[config.mk]
export PLATFORM = sky130hd
export DESIGN_NAME = fixed_point_divider
export DESIGN_NICKNAME = d
export VERILOG_FILES = /design/src/rtl/fixed_point_divider.sv
export SDC_FILE = /design/constraint.sdc
export NUM_CORES = 1
export LEC_CHECK = 0
export BUFFER_PORTS_ARGS = -buffer_cell sky130_fd_sc_hd__buf_2
export CELL_PAD_IN_SITES_DETAIL_PLACEMENT = 0
export CELL_PAD_IN_SITES_GLOBAL_PLACEMENT = 1
export CORE_MARGIN = 4
export CORE_UTILIZATION = 42
export DETAILED_ROUTE_END_ITERATION = 6
export GPL_ROUTABILITY_DRIVEN = 0
export GPL_TIMING_DRIVEN = 0
export PLACE_DENSITY_LB_ADDON = 0.1
export SYNTH_ARGS = -nofsm -noshare
export SYNTH_HDL_FRONTEND = slang
export SYNTH_SLANG_ARGS = --single-unit
[constraint.sdc]
create_clock -name clk -period 3.12 [get_ports clk]
set_input_delay 0.312 -clock clk [delete_from_list [all_inputs] [get_ports clk]]
set_output_delay 0.312 -clock clk [all_outputs]
set_load 0.01 [all_outputs]
[src/rtl/fixed_point_divider.sv]
// Sequential signed Q(WIDTH-FRAC_BITS).FRAC_BITS divider. It uses a restoring algorithm with one quotient bit per cycle.
// It has a start/done handshake and saturates on overflow or on a zero divisor.
module fixed_point_divider #(
  parameter int WIDTH     = 32,
  parameter int FRAC_BITS = 16
) (
  input  logic             clk,
  input  logic             rst_n,
  input  logic             start,
  input  logic [WIDTH-1:0] a_in,
  input  logic [WIDTH-1:0] b_in,
  output logic [WIDTH-1:0] q_out,
  output logic             overflow,
  output logic             div_by_zero,
  output logic             busy,
  output logic             done
);

  localparam int DW = WIDTH + FRAC_BITS;
  localparam int CW = $clog2(DW);
  localparam logic [CW-1:0] LAST_ITER = CW'(DW - 1);
  localparam logic [WIDTH-1:0] MAX_POS = {1'b0, {(WIDTH-1){1'b1}}};
  localparam logic [WIDTH-1:0] MIN_NEG = {1'b1, {(WIDTH-1){1'b0}}};

  typedef enum logic [1:0] {IDLE, CALC, FINISH} state_t;

  state_t            r_state;
  state_t            w_state_next;
  logic              r_sign;
  logic              r_dz;
  logic [WIDTH:0]    r_b_mag;
  logic [WIDTH:0]    r_rem;
  logic [DW-1:0]     r_dividend;
  logic [DW-1:0]     r_quot;
  logic [CW-1:0]     r_cnt;

  logic [WIDTH-1:0]  w_a_mag;
  logic [WIDTH-1:0]  w_b_mag;
  logic              w_b_zero;
  logic [WIDTH+1:0]  w_rem_shift;
  logic [WIDTH+1:0]  w_rem_diff;
  logic              w_ge;
  logic              w_big_pos;
  logic              w_big_neg;
  logic [WIDTH-1:0]  w_q_fin;
  logic              w_ovf_fin;

  // An unsigned WIDTH-bit magnitude holds 2^(WIDTH-1) exactly, so the most negative operand is not a special case.
  assign w_a_mag  = a_in[WIDTH-1] ? (~a_in + 1'b1) : a_in;
  assign w_b_mag  = b_in[WIDTH-1] ? (~b_in + 1'b1) : b_in;
  assign w_b_zero = (b_in == '0);

  // The borrow out of the trial subtraction doubles as the compare result.
  assign w_rem_shift = {r_rem, r_dividend[DW-1]};
  assign w_rem_diff  = w_rem_shift - {1'b0, r_b_mag};
  assign w_ge        = ~w_rem_diff[WIDTH+1];

  assign w_big_pos = |r_quot[DW-1:WIDTH-1];
  assign w_big_neg = (|r_quot[DW-1:WIDTH]) | (r_quot[WIDTH-1] & (|r_quot[WIDTH-2:0]));

  always_comb begin
    w_q_fin   = '0;
    w_ovf_fin = 1'b0;
    if (r_dz) begin
      w_q_fin   = r_sign ? MIN_NEG : MAX_POS;
      w_ovf_fin = 1'b1;
    end else if (!r_sign && w_big_pos) begin
      w_q_fin   = MAX_POS;
      w_ovf_fin = 1'b1;
    end else if (r_sign && w_big_neg) begin
      w_q_fin   = MIN_NEG;
      w_ovf_fin = 1'b1;
    end else begin
      w_q_fin = r_sign ? (~r_quot[WIDTH-1:0] + 1'b1) : r_quot[WIDTH-1:0];
    end
  end

  always_comb begin
    w_state_next = r_state;
    case (r_state)
      IDLE:    if (start) w_state_next = w_b_zero ? FINISH : CALC;
      CALC:    if (r_cnt == LAST_ITER) w_state_next = FINISH;
      FINISH:  w_state_next = IDLE;
      default: w_state_next = IDLE;
    endcase
  end

  always_ff @(posedge clk or negedge rst_n) begin
    if (!rst_n) r_state <= IDLE;
    else        r_state <= w_state_next;
  end

  always_ff @(posedge clk or negedge rst_n) begin
    if (!rst_n) begin
      r_sign      <= 1'b0;
      r_dz        <= 1'b0;
      r_b_mag     <= '0;
      r_rem       <= '0;
      r_dividend  <= '0;
      r_quot      <= '0;
      r_cnt       <= '0;
      q_out       <= '0;
      overflow    <= 1'b0;
      div_by_zero <= 1'b0;
      busy        <= 1'b0;
      done        <= 1'b0;
    end else begin
      done <= 1'b0;
      case (r_state)
        IDLE: begin
          if (start) begin
            // With a zero divisor this sign equals the dividend sign, which picks the saturation direction.
            r_sign     <= a_in[WIDTH-1] ^ b_in[WIDTH-1];
            r_dz       <= w_b_zero;
            r_b_mag    <= {1'b0, w_b_mag};
            r_dividend <= {w_a_mag, {FRAC_BITS{1'b0}}};
            r_rem      <= '0;
            r_quot     <= '0;
            r_cnt      <= '0;
            busy       <= 1'b1;
          end
        end
        CALC: begin
          r_rem      <= w_ge ? w_rem_diff[WIDTH:0] : w_rem_shift[WIDTH:0];
          r_quot     <= {r_quot[DW-2:0], w_ge};
          r_dividend <= {r_dividend[DW-2:0], 1'b0};
          r_cnt      <= r_cnt + 1'b1;
        end
        FINISH: begin
          q_out       <= w_q_fin;
          overflow    <= w_ovf_fin;
          div_by_zero <= r_dz;
          done        <= 1'b1;
          busy        <= 1'b0;
        end
        default: ;
      endcase
    end
  end

endmodule
# Word-level counts from Yosys, hierarchy flattened
# Cells that the tools add are included.
word_totals:
  ff_bits: 207
  out_inout_bits: 36
  input_bits: 67
op_classes:
  muxes: 26
  reduce_logical: 14
  bitwise_logic: 7
  eq_ne: 5
  n_addsub: 5
op_table:
  columns: ["op", "n"]
  rows:
  - ["32-bit two-way mux", 7]
  - ["48-bit one-hot mux with 2 select lines", 2]
  - ["32-bit by 1-bit adder with 32-bit output (second input constant)", 3]
  - ["48-bit two-way mux", 2]
  - ["32-bit inverter", 3]
  - ["33-bit two-way mux", 2]
  - ["33-bit one-hot mux with 2 select lines", 1]
  - ["34-bit by 32-bit subtractor with 34-bit output", 1]
  - ["32-bit zero test", 1]
  - ["31-bit OR reduction", 1]
  - ["17-bit OR reduction", 1]
  - ["16-bit OR reduction", 1]
  - ["6-bit one-hot mux with 2 select lines", 1]
  - ["2-bit AND reduction", 4]
  - ["6-bit by 1-bit adder with 6-bit output (second input constant)", 1]
  - ["6-bit equality test (second input constant)", 1]
  - ["2-bit two-way mux", 3]
  - ["6-bit two-way mux", 1]
  - ["1-bit two-way mux", 5]
  - ["2-bit inequality test (second input constant)", 2]
  - ["2-bit one-hot mux with 2 select lines", 1]
  - ["2-bit nonzero test", 2]
  - ["2-bit by 1-bit equality test with 1-bit output (second input constant)", 1]
  - ["2-bit equality test (second input constant)", 1]
  - ["other kinds (8)", 9]

# Logic depth before layout (Yosys ltp)
# Gate-level depths: netlist of the first run.
logic_depth:
  word_depth: 7
  ltp_mapped: 13

# Least setup slack after synthesis of the first run
# Ideal clock, no wire load.
synth_timing:
  kind: "register to register"
  from: "register r_quot[14]"
  to: "register q_out[14]"
  arrival_time_ns: 3.060
  path_slack_ns: -0.017
  t_required_ns: 3.044
  stages_incl_launch_ff: 10
  setup_time_ns: 0.076
  path_cell_list: "dfrtp_1 -> or4_4 -> or4_4 -> or4_4 -> or4_4 -> a21oi_2 -> nand2b_2 -> a21o_4 -> buf_6 -> o21ai_1"
synth_via:
  elab_chain_len: 7
  elab_cells_between_ends: 10
  classes_between: "add/sub (1); mux (4); bitwise (3); reduce/logical (2)"
synth_rtl:
  columns: ["element", "line", "source"]
  rows:
  - ["start, declared", "34", "logic [DW-1:0] r_quot;"]
  - ["start signal, assigned", "125", "r_quot <= {r_quot[DW-2:0], w_ge};"]
  - ["branches (longest 4 deep; another with 32-bit by 1-bit adder with 32-bit output)", null, null]
  - ["32-bit two-way mux *", "70", "end else if (r_sign && w_big_neg) begin"]
  - ["32-bit two-way mux *", "67", "end else if (!r_sign && w_big_pos) begin"]
  - ["32-bit two-way mux *", "64", "if (r_dz) begin"]
  - ["end signal, assigned", "130", "q_out <= w_q_fin;"]
  - ["end, declared", "12", "output logic [WIDTH-1:0] q_out,"]
# Mark *: on every way between the ends.
# A chain may end at the register's enable or synchronous reset.

# Worst setup path after layout of the first run
layout_timing:
  from: "register r_quot[14]"
  to: "register q_out[11]"
layout_via:
  elab_chain_len: 7
layout_rtl:
  columns: ["element", "line", "source"]
  rows:
  - ["31-bit OR reduction", "59", "assign w_big_neg = (|r_quot[DW-1:WIDTH]) | (r_quot[WIDTH-1] & (|r_quot[WIDTH-2:0]));"]
  - ["1-bit AND", "59", null]
  - ["1-bit bitwise OR", "59", null]
  - ["1-bit logical AND", "70", null]
  - ["32-bit two-way mux", "70", null]
  - ["32-bit two-way mux", "67", null]
  - ["32-bit two-way mux", "64", null]
# No other way between the ends.

==> qor.csv, run 1 <==
stage,metric,value,unit
synthesis,"flops & latches, synth",191,
floorplanning,IO Count,103,
floorplanning,initial core utilization,43.0,%
clock_tree,clk sinks,191,
drt,antenna-violating nets left,0,
clock_tree,TritonCTS clock tree,done,
floorplanning,die area,29500,µm²
clock_tree,CTS buffer count,17,
synthesis,synth top area cells,"dfrtp_1, o21ai_0, xor2_1",
floorplanning,Die Wd,172,µm
power,Pleak,6.13,nW
setup_path,worst-path maximum fanout,7,
synthesis,post-synthesis simple-gate area fraction,13.4,%
drt,drt drc,0,
setup_path,Critical Path AT,3.67,ns
synthesis,sequential share of the synthesized area,42.4,%
power,Power Dens Cells,1090,nW/µm²
place,Setup WS pre-CTS,-0.778,ns
global_route,GRT Total Usage,22.0,%
synthesis,"Primary FF master, synth",dfrtp_1,
power,peak supply drop,0.458,mV
layout,# nets final,1470,
place,Placed Area,12200,µm²
synthesis,area share of the leading cell type in the synthesized netlist,42.4,%
global_route,total gr overflow,0,
synthesis,yosys warns,0,
synthesis,Yosys top cell by area,dfrtp_1,
sta,Max Freq,304,MHz
synthesis,Cells after Synth,1221,
place,DPL Wire Length,23.3,mm
layout,post-route cell area,13400,µm²
synthesis,syn avg cell area,9.22,µm²
sta,final setup fails,32,
sta,clock skew,0.0139,ns
setup_path,Worst Reg2Reg Path Length in Cells,9,
sta,worst-margin pin slew,1.38,ns
drt,final wirelength,32.4,mm
synthesis,mux cell area share after synthesis,2.43,%
global_route,first-pass GRT wire length,51.4,mm
sta,crit share post-route,106,%
layout,Final Non-Filler Cells,1714,
layout,Antenna diodes,0,
sta,Setup TNS,-3.68,ns
drt,Avg WL per Cell,18.9,µm
clock_tree,Root Buffer,clkbuf_16,
synthesis,Compound-Gate Fraction of Synth Area,24.4,%
global_route,initial antenna violation count,0,
run,# Max-Cap Violations,0,
synthesis,Post-synth EDFFs,0,
floorplanning,Die Y-Extent,172,µm
synthesis,Synthesized Nets,1325,
clock_tree,"Reg clk slew, reported paths",0.08,ns
setup_path,nature of the critical path endpoint,register,
place,Buffers on Ports,102,
sta,WHS,0.177,ns
synthesis,synth unique cells,61,
drt,vias per std cell,5.72,
worst_hold_path,hold crit path type,in -> reg,
sta,final slew viol count,0,
sta,Final Critical Period,3.29,ns
synthesis,main combinational cell family by area after synthesis,compound AO/OA/AOI/OAI gates,
setup_path,worst setup path category,reg -> reg,
status,status,"finished, violations left",
synthesis,asr flop ratio synth,100,%
drt,DRT Pass-1 Iters,5,
synthesis,Adder-Cell Fraction of Synth Area,4.18,%
setup_path,CP Launch Type,register,
global_route,largest net degree at the start of global routing,115,
sta,final worst slack,-0.173,ns
layout,P&R area growth vs syn,19.0,%
global_route,number of global-route vias before repair,9389,
clock_tree,CTS H-Tree Depth,4,
worst_hold_path,hold path depth,3,
sta,final hold vios,0,
floorplanning,Core Area,26200,µm²
drt,Iteration-0 DRC Markers,625,
clock_tree,clk_lat worst skew,0.44,ns
place,DP Cell Count,1659,
sta,unrepaired setup endpoints after global routing,true,
layout,fraction of layout cells with a size suffix above 1,17.4,%
setup_path,Worst Path Required,3.49,ns
synthesis,post-synthesis xor/xnor area fraction,9.02,%
floorplanning,Placement Rows,59,
synthesis,Mapped Area,11300,µm²
clock_tree,CTS Buffer Depth,2,
drt,routed via count,9804,
status,violated checks,setup timing,
sta,Max-slew headroom,7.18,%
==> Yosys cell counts, drive strengths merged, types with 3 or more instances <==
library cell / count
a31oi: 6
o31a: 3
nand3b: 3
clkbuf: 57
a22oi: 15
o211ai: 6
a32oi: 10
o21a: 8
and3: 5
o41ai: 17
nor4: 9
nand2: 141
buf: 10
inv: 51
and4: 4
dfrtp: 191
xor2: 71
or3: 16
nand2b: 11
a22o: 52
nor3: 10
a21o: 22
nand4: 9
nand3: 15
or2: 9
ha: 36
mux2: 3
or4: 20
nor2: 44
o31ai: 26
a211oi: 4
nor2b: 6
xnor2: 45
a21oi: 56
o22ai: 12
a311oi: 3
and2: 4
mux2i: 24
o22a: 3
o21ai: 163
==> routing by layer <==
metal  part of all wire (%)  wire length (µm)  GRT usage (%)
met3                    4.1              1340           2.48
met4                    1.3               426           5.33
met2                     44             14400           33.4
met5                      0                 0              0
met1                     50             16200           33.7
==> cells in the final DEF, fill, tap and decap left out, types with 9 or more instances in the layout <==
| master | instances |
|---|---|
| dfrtp_1 | 189 |
| nand2_1 | 140 |
| o21ai_0 | 132 |
| buf_2 | 101 |
| xor2_1 | 71 |
| clkbuf_1 | 52 |
| a22o_1 | 52 |
| inv_1 | 51 |
| a21oi_1 | 48 |
| xnor2_1 | 45 |
| nor2_1 | 44 |
| ha_1 | 36 |
| o31ai_1 | 26 |
| o21ai_2 | 25 |
| mux2i_1 | 24 |
| buf_4 | 23 |
| a21o_1 | 21 |
| clkbuf_16 | 18 |
| or3_1 | 16 |
| nand3_1 | 15 |
| a22oi_1 | 15 |
| or4_1 | 14 |
| o41ai_1 | 14 |
| o22ai_1 | 12 |
| nand2b_1 | 10 |
| a32oi_1 | 10 |
| nor3_1 | 9 |
| nand4_1 | 9 |
==> repair_timing <==
item | in CTS | in global routing
hold endpoints to repair | 77 | 0
gates resized for setup | 43 | 49
hold buffers | 1 | 0
pin swaps | 16 | 14
endpoints found under the setup margin | 69 | 75
cloned | 2 | 1
buffers inserted | 13 | 10
==> cells by family (layout without fill, tap and decap cells) <==
kind of cell | count (synthesis) | count (layout)
AO/OA/AOI/OAI | 423 | 424
AND/OR/NAND/NOR | 309 | 309
flip-flops | 191 | 191
buffers and inverters | 118 | 275
XOR/XNOR | 116 | 116
adder cells (fa/ha/maj) | 37 | 37
multiplexers | 27 | 27
==> critical path: stages, from the launching register on <==
cell       delay, ns
dfrtp_1         0.39
or4_4           0.54
or4_4           0.46
or4_4           0.54
or4_4           0.45
a21oi_4         0.17
nand2b_4        0.09
a21o_4          0.27
clkbuf_16       0.18
o21ai_2         0.12
==> worst paths after layout <==
check,from,slack [ns],end
setup / recovery,r_quot[14]$_DFFE_PN0P_,-0.17,q_out[11]$_DFFE_PN0P_
hold / removal,a_in[0],0.18,r_dividend[16]$_DFFE_PN0P_
setup reg to reg,r_quot[14]$_DFFE_PN0P_,-0.17,q_out[11]$_DFFE_PN0P_
hold reg to reg,busy$_DFFE_PN0P_,0.47,busy$_DFFE_PN0P_
max in group asynchronous,rst_n,1.62,r_quot[4]$_DFFE_PN0P_
min in group asynchronous,rst_n,0.42,r_b_mag[24]$_DFFE_PN0P_
==> area by class of cell <==
type,count,area (µm²)
plain buffers,63,283
repair buffers,129,767
fillers,2532,12800
clock buffers,18,429
multi-input cells,913,6320
inverters,51,191
flip-flops and latches,191,4780
well taps,335,419
clock inverters,14,200
==> power breakdown <==
part | switching (W) | internal (W)
logic | 0.00507 | 0.00345
registers | 0.000494 | 0.00324
clock network | 0.00112 | 0.00123
total | 0.00667 | 0.00792
==> state kept, by name (all words and copies together), names as in the netlist <==
register and flops:
busy 1, div_by_zero 1, done 1, overflow 1, q_out 32, r_b_mag 32
r_cnt 6, r_dividend 32, r_dz 1, r_quot 48, r_rem 33, r_sign 1
r_state 2
==> metrics by stage <==
stage               power, W  util (%)
floorplan            0.00931         -
global placement      0.0114      46.5
detailed placement    0.0115      46.7
CTS                   0.0142      50.0
global route          0.0157      51.1
finish                0.0146      51.1
Power figures use the tool's default switching activity.
==> run 2, diff against run 1 <==
Clock period 3.12 ns to 2.68 ns, I/O delays scaled along.
==> qor.csv, run 2 (synthesized netlist as in run 1, its figures left out) <==
stage,metric,value,unit,change
layout,"commonest non-fill, non-tap cell in the layout",dfrtp_1,,
sta,Max-slew headroom,8.79,%,+1.6 points
sta,Final Critical Period,3.20,ns,-0.0916 ns
clock_tree,clk_lat worst skew,0.45,ns,about the same
floorplanning,die area,29500,µm²,unchanged
setup_path,Worst Reg2Reg Path Length in Cells,9,,unchanged
layout,max reg flops,48,,unchanged
drt,routed via count,9905,,+1.0%
setup_path,CP Launch Type,register,,
setup_path,nature of the critical path endpoint,register,,
setup_path,CP max stage delay,0.54,ns,about the same
setup_path,reg2reg start,r_quot[14]$_DFFE_PN0P_,,
sta,worst-margin pin slew,1.36,ns,-0.0239 ns
sta,final worst slack,-0.521,ns,-0.348 ns
layout,Antenna diodes,0,,unchanged
setup_path,Crit Reg-Reg Endpoint,q_out[9]$_DFFE_PN0P_,,
setup_path,"most used cell, CP",or4_4,,
clock_tree,CTS buffer count,17,,unchanged
sta,clock skew,0.0142,ns,+0.000305 ns
floorplanning,Die Y-Extent,172,µm,unchanged
global_route,initial antenna violation count,0,,unchanged
power,peak supply drop,1.13,mV,+150%
place,Buffers on Ports,102,,unchanged
worst_hold_path,Hold Path End,r_dividend[16]$_DFFE_PN0P_,,
floorplanning,Core Area,26200,µm²,unchanged
power,Power Dens Cells,1350,nW/µm²,+24%
worst_hold_path,hold path depth,3,,unchanged
layout,fraction of layout cells with a size suffix above 1,25.7,%,+8.3 points
setup_path,CP max stage cell,or4_4,,
sta,final hold vios,0,,unchanged
place,Setup WS pre-CTS,-1.01,ns,-0.234 ns
place,DPL Wire Length,23.3,mm,-0.11%
sta,Setup TNS,-17.94,ns,-14.26 ns
global_route,largest net degree at the start of global routing,116,,+0.87%
sta,crit share post-route,119,%,+14 points
setup_path,crit path buf inv count,1,,unchanged
worst_hold_path,hold crit path type,in -> reg,,
run,# Max-Cap Violations,0,,unchanged
drt,antenna-violating nets left,0,,unchanged
setup_path,Critical Path AT,3.57,ns,-0.10 ns
setup_path,Reg2Reg Setup Slack,-0.52,ns,-0.35 ns
floorplanning,IO Count,103,,unchanged
drt,final wirelength,33.7,mm,+4.3%
floorplanning,initial core utilization,43.0,%,unchanged
global_route,first-pass GRT wire length,54.2,mm,+5.4%
clock_tree,CTS Buffer Depth,2,,unchanged
layout,P&R area growth vs syn,27.2,%,
setup_path,crit-path cells,"or4_4, or4_4, or4_4, or4_4, a21oi_4, nand2b_4, a21o_4, buf_6, o21ai_1",,
sta,unrepaired setup endpoints after global routing,true,,
sta,final setup fails,59,,+84%
drt,DRT Pass-1 Iters,7,,+2
layout,"leading cell types in the layout, fill and taps excluded","dfrtp_1, nand2_1, buf_2, o21ai_0, xor2_1",,
floorplanning,Placement Rows,59,,unchanged
clock_tree,CTS H-Tree Depth,4,,unchanged
clock_tree,TritonCTS clock tree,done,,
drt,Avg WL per Cell,19.3,µm,+2.4%
status,status,"finished, violations left",,
clock_tree,clk sinks,191,,unchanged
floorplanning,Die Wd,172,µm,unchanged
clock_tree,Root Buffer,clkbuf_16,,
status,violated checks,setup timing,,
setup_path,worst setup path category,reg -> reg,,
setup_path,worst-path maximum fanout,6,,-1
sta,WHS,0.123,ns,-0.0536 ns
drt,drt drc,0,,unchanged
global_route,GRT Total Usage,23.1,%,+1.0 points
global_route,number of global-route vias before repair,9872,,+5.1%
layout,"Most flops, register",r_quot,,
drt,Iteration-0 DRC Markers,675,,+8.0%
setup_path,"delay-heaviest family, CP",simple AND/OR/NAND/NOR gates,,
clock_tree,"Reg clk slew, reported paths",0.08,ns,about the same
layout,# nets final,1501,,+2.1%
global_route,total gr overflow,0,,unchanged
layout,largest registers,"r_quot x48, r_rem x33",,
drt,vias per std cell,5.68,,-0.76%
worst_hold_path,hold path start,a_in[0],,
power,Pleak,6.39,nW,+4.2%
sta,final slew viol count,0,,unchanged
setup_path,Worst Path Required,3.05,ns,-0.44 ns
sta,Max Freq,312,MHz,+2.9%
run 2: routing by layer:
| layer | GRT usage, % | vias to the layer above | wire length (µm) |
|---|---|---|---|
| met5 | 0 | - | 0 |
| met4 | 4.85 | 0 | 319 |
| met3 | 2.99 | 19 | 1290 |
| met2 | 35.8 | 218 | 15400 |
| met1 | 34.6 | 4859 | 16800 |
| li1 | - | 4809 | - |
run 2: stage by stage:
step | area, µm² | util (%) | instances | total power (W)
3_3_place_gp | 12300 | 46.8 | 1658 | 0.0133
3_5_place_dp | 12300 | 46.9 | 1659 | 0.0134
4_1_cts | 13800 | 52.6 | 1730 | 0.0178
6_report | 14300 | 54.6 | 1745 | 0.0193
5_1_grt | 14300 | 54.6 | 1745 | 0.0207
2_1_floorplan | 11300 | - | 1221 | 0.0109
run 2: what timing repair did:
item,4_1_cts,5_1_grt
setup buffers,42,13
pin swaps,54,41
endpoints found under the setup margin,111,121
gates cloned,3,4
hold buffers,1,0
gates resized for setup,125,120
hold endpoints to repair,76,0
run 2: tightest hold or removal path, stage by stage:
cell and delay, ns:
buf_2 0.11, inv_1 0.07, o21ai_0 0.08
run 2: where the power goes:
part           internal, W  leakage, nW  switching (W)
combinational      0.00544         3.59        0.00678
clock              0.00136        0.299        0.00134
sequential         0.00378         2.50       0.000619
total               0.0106         6.39        0.00874
run 2: worst max path at each step:
stage | startpoint | cells after the start | end
global route | r_quot[14]$_DFFE_PN0P_ | 9 | q_out[9]$_DFFE_PN0P_
CTS | r_quot[14]$_DFFE_PN0P_ | 9 | q_out[9]$_DFFE_PN0P_
global placement | rst_n | 1 | r_dividend[32]$_DFFE_PN0P_
floorplan | r_quot[14]$_DFFE_PN0P_ | 9 | q_out[14]$_DFFE_PN0P_
finish | r_quot[14]$_DFFE_PN0P_ | 9 | q_out[9]$_DFFE_PN0P_
detailed placement | b_in[3] | 8 | r_state[1]$_DFFE_PN0P_
run 2: area by class of cell:
cell class	count	area, µm²
Multi-Input combinational cell	914	6940
Buffer	61	309
Clock inverter	14	186
Timing Repair Buffer	161	1060
Fill cell	2409	11900
Clock buffer	18	429
Inverter	51	191
Tap cell	335	419
Sequential cell	191	4780
==> run 3, diff against run 2 <==
Settings changed: GPL_TIMING_DRIVEN 0 to default.
==> qor.csv, run 3 (synthesized netlist as in run 1, its figures left out) <==
stage,metric,value,unit,change
status,status,"finished, violations left",,
status,violated checks,setup timing,,
sta,Max Freq,319,MHz,+2.1%
place,Setup WS pre-CTS,-0.494,ns,+0.518 ns
clock_tree,clk sinks,191,,unchanged
layout,"commonest non-fill, non-tap cell in the layout",dfrtp_1,,
setup_path,crit path launch,r_quot[14]$_DFFE_PN0P_,,
global_route,number of global-route vias before repair,9940,,+0.69%
power,Power Dens Cells,1310,nW/µm²,-2.7%
floorplanning,die area,29500,µm²,unchanged
sta,final slew viol count,0,,unchanged
clock_tree,TritonCTS clock tree,done,,
global_route,first-pass GRT wire length,51.6,mm,-4.6%
drt,routed via count,10100,,+2.1%
global_route,total gr overflow,0,,unchanged
sta,Setup TNS,-14.60,ns,+3.34 ns
layout,"Most flops, register",r_quot,,
setup_path,worst setup path category,reg -> reg,,
drt,vias per std cell,5.52,,-2.8%
power,Total Power,0.0195,W,+0.82%
setup_path,Worst Path Required,3.05,ns,about the same
clock_tree,CTS Buffer Depth,2,,unchanged
layout,largest registers,"r_quot x48, r_rem x33",,
clock_tree,CTS buffer count,17,,unchanged
worst_hold_path,hold crit path type,in -> reg,,
setup_path,Critical Path AT,3.51,ns,-0.06 ns
sta,final hold vios,0,,unchanged
setup_path,reg2reg start,r_quot[14]$_DFFE_PN0P_,,
setup_path,nature of the critical path endpoint,register,,
clock_tree,Root Buffer,clkbuf_16,,
place,Placed Area,13500,µm²,+9.8%
floorplanning,initial core utilization,43.0,%,unchanged
sta,Final Critical Period,3.14,ns,-0.0645 ns
sta,final worst slack,-0.457,ns,+0.0645 ns
run,# Max-Cap Violations,0,,unchanged
place,DPL Wire Length,22.4,mm,-3.6%
drt,drt drc,0,,unchanged
floorplanning,Core Area,26200,µm²,unchanged
drt,Iteration-0 DRC Markers,633,,-6.2%
floorplanning,Placement Rows,59,,unchanged
sta,Max-slew headroom,51.0,%,+42 points
layout,post-route cell area,14800,µm²,+3.6%
power,peak supply drop,0.556,mV,-51%
drt,antenna-violating nets left,0,,unchanged
sta,final setup fails,48,,-19%
global_route,GRT Total Usage,21.6,%,-1.5 points
layout,max reg flops,48,,unchanged
clock_tree,"Reg clk slew, reported paths",0.09,ns,about the same
setup_path,CP Launch Type,register,,
layout,"leading cell types in the layout, fill and taps excluded","dfrtp_1, buf_4, nand2_1, buf_2, o21ai_0",,
drt,Avg WL per Cell,17.2,µm,-11%
drt,final wirelength,31.5,mm,-6.8%
drt,DRT Pass-1 Iters,4,,-3
global_route,initial antenna violation count,0,,unchanged
power,Pleak,6.96,nW,+9.1%
setup_path,worst-path maximum fanout,6,,unchanged
floorplanning,Die Wd,172,µm,unchanged
worst_hold_path,hold path start,b_in[22],,
clock_tree,clk_lat worst skew,0.45,ns,about the same
floorplanning,Die Y-Extent,172,µm,unchanged
layout,# nets final,1589,,+5.9%
layout,final core occ,56.6,%,+2.0 points
sta,crit share post-route,117,%,-2.4 points
layout,fraction of layout cells with a size suffix above 1,30.0,%,+4.3 points
clock_tree,CTS H-Tree Depth,4,,unchanged
sta,worst-margin pin slew,0.735,ns,-0.625 ns
sta,clock skew,0.0186,ns,+0.00441 ns
layout,Antenna diodes,0,,unchanged
floorplanning,IO Count,103,,unchanged
global_route,largest net degree at the start of global routing,77,,-34%
layout,# fillers,2392,,-0.71%
place,Buffers on Ports,102,,unchanged
sta,unrepaired setup endpoints after global routing,true,,
layout,P&R area growth vs syn,31.8,%,
run 3: per-layer routing:
layer  up-vias  share of wire, %  GRT usage (%)
li1       4991                 -              -
met1      4903                49           31.2
met2       190                47           34.5
met3        29               3.5           3.13
met4         0               1.4           4.89
met5         -                 0              0
run 3: power breakdown:
part / total [W] / internal [W] / leakage, nW / switching [W]
clock: 0.00264 / 0.00128 / 0.294 / 0.00136
sequential: 0.00435 / 0.00377 / 2.50 / 0.000577
combinational: 0.0125 / 0.00607 / 4.17 / 0.00642
run 3: area by class of cell:
cell class	count	area (µm²)	share of cell area [%]
multi-input combinational	914	6590	44.4
inverter	51	191	1.29
tap	335	419	2.82
clock buffer	17	425	2.87
sequential	191	4780	32.2
clock inverter	15	190	1.28
timing repair buffer	310	2240	15.1
run 3: final timing paths:
check                                     endpoint  slack (ns)  depth (start not counted)
max                           q_out[1]$_DFFE_PN0P_       -0.46                          9
min reg2reg                div_by_zero$_DFFE_PN0P_        0.48                          2
max in group asynchronous     r_cnt[0]$_DFFE_PN0P_        1.52                          3
max reg2reg                   q_out[1]$_DFFE_PN0P_       -0.46                          9
min in group asynchronous    r_rem[27]$_DFFE_PN0P_        0.38                          2
min                        r_b_mag[22]$_DFFE_PN0P_        0.13                          3
run 3: worst max-delay path, cell delays in order, from the launching register on:
cell and delay, ns:
dfrtp_1 0.39, or4_4 0.54, or4_4 0.44, or4_4 0.53, or4_4 0.44, a21oi_4 0.17
nand2b_4 0.12, buf_6 0.13, o22a_1 0.19, o21ai_1 0.11
run 3: repair_timing:
item                                   in CTS  in global routing
pin swaps                                  25                 36
setup endpoints to repair                  67                 68
endpoints found under the hold margin      60                  0
setup buffers                              10                  3
hold buffers                                1                  0
gates cloned                                4                  1
resized for setup                          53                 90
run 3: per-stage QoR:
stage | std cells | hold slack [ns]
2_1_floorplan | 1221 | -0.0276
3_5_place_dp | 1783 | 0.296
3_3_place_gp | 1783 | 0.298
6_report | 1833 | 0.133
5_1_grt | 1833 | 0.143
4_1_cts | 1830 | 0.118
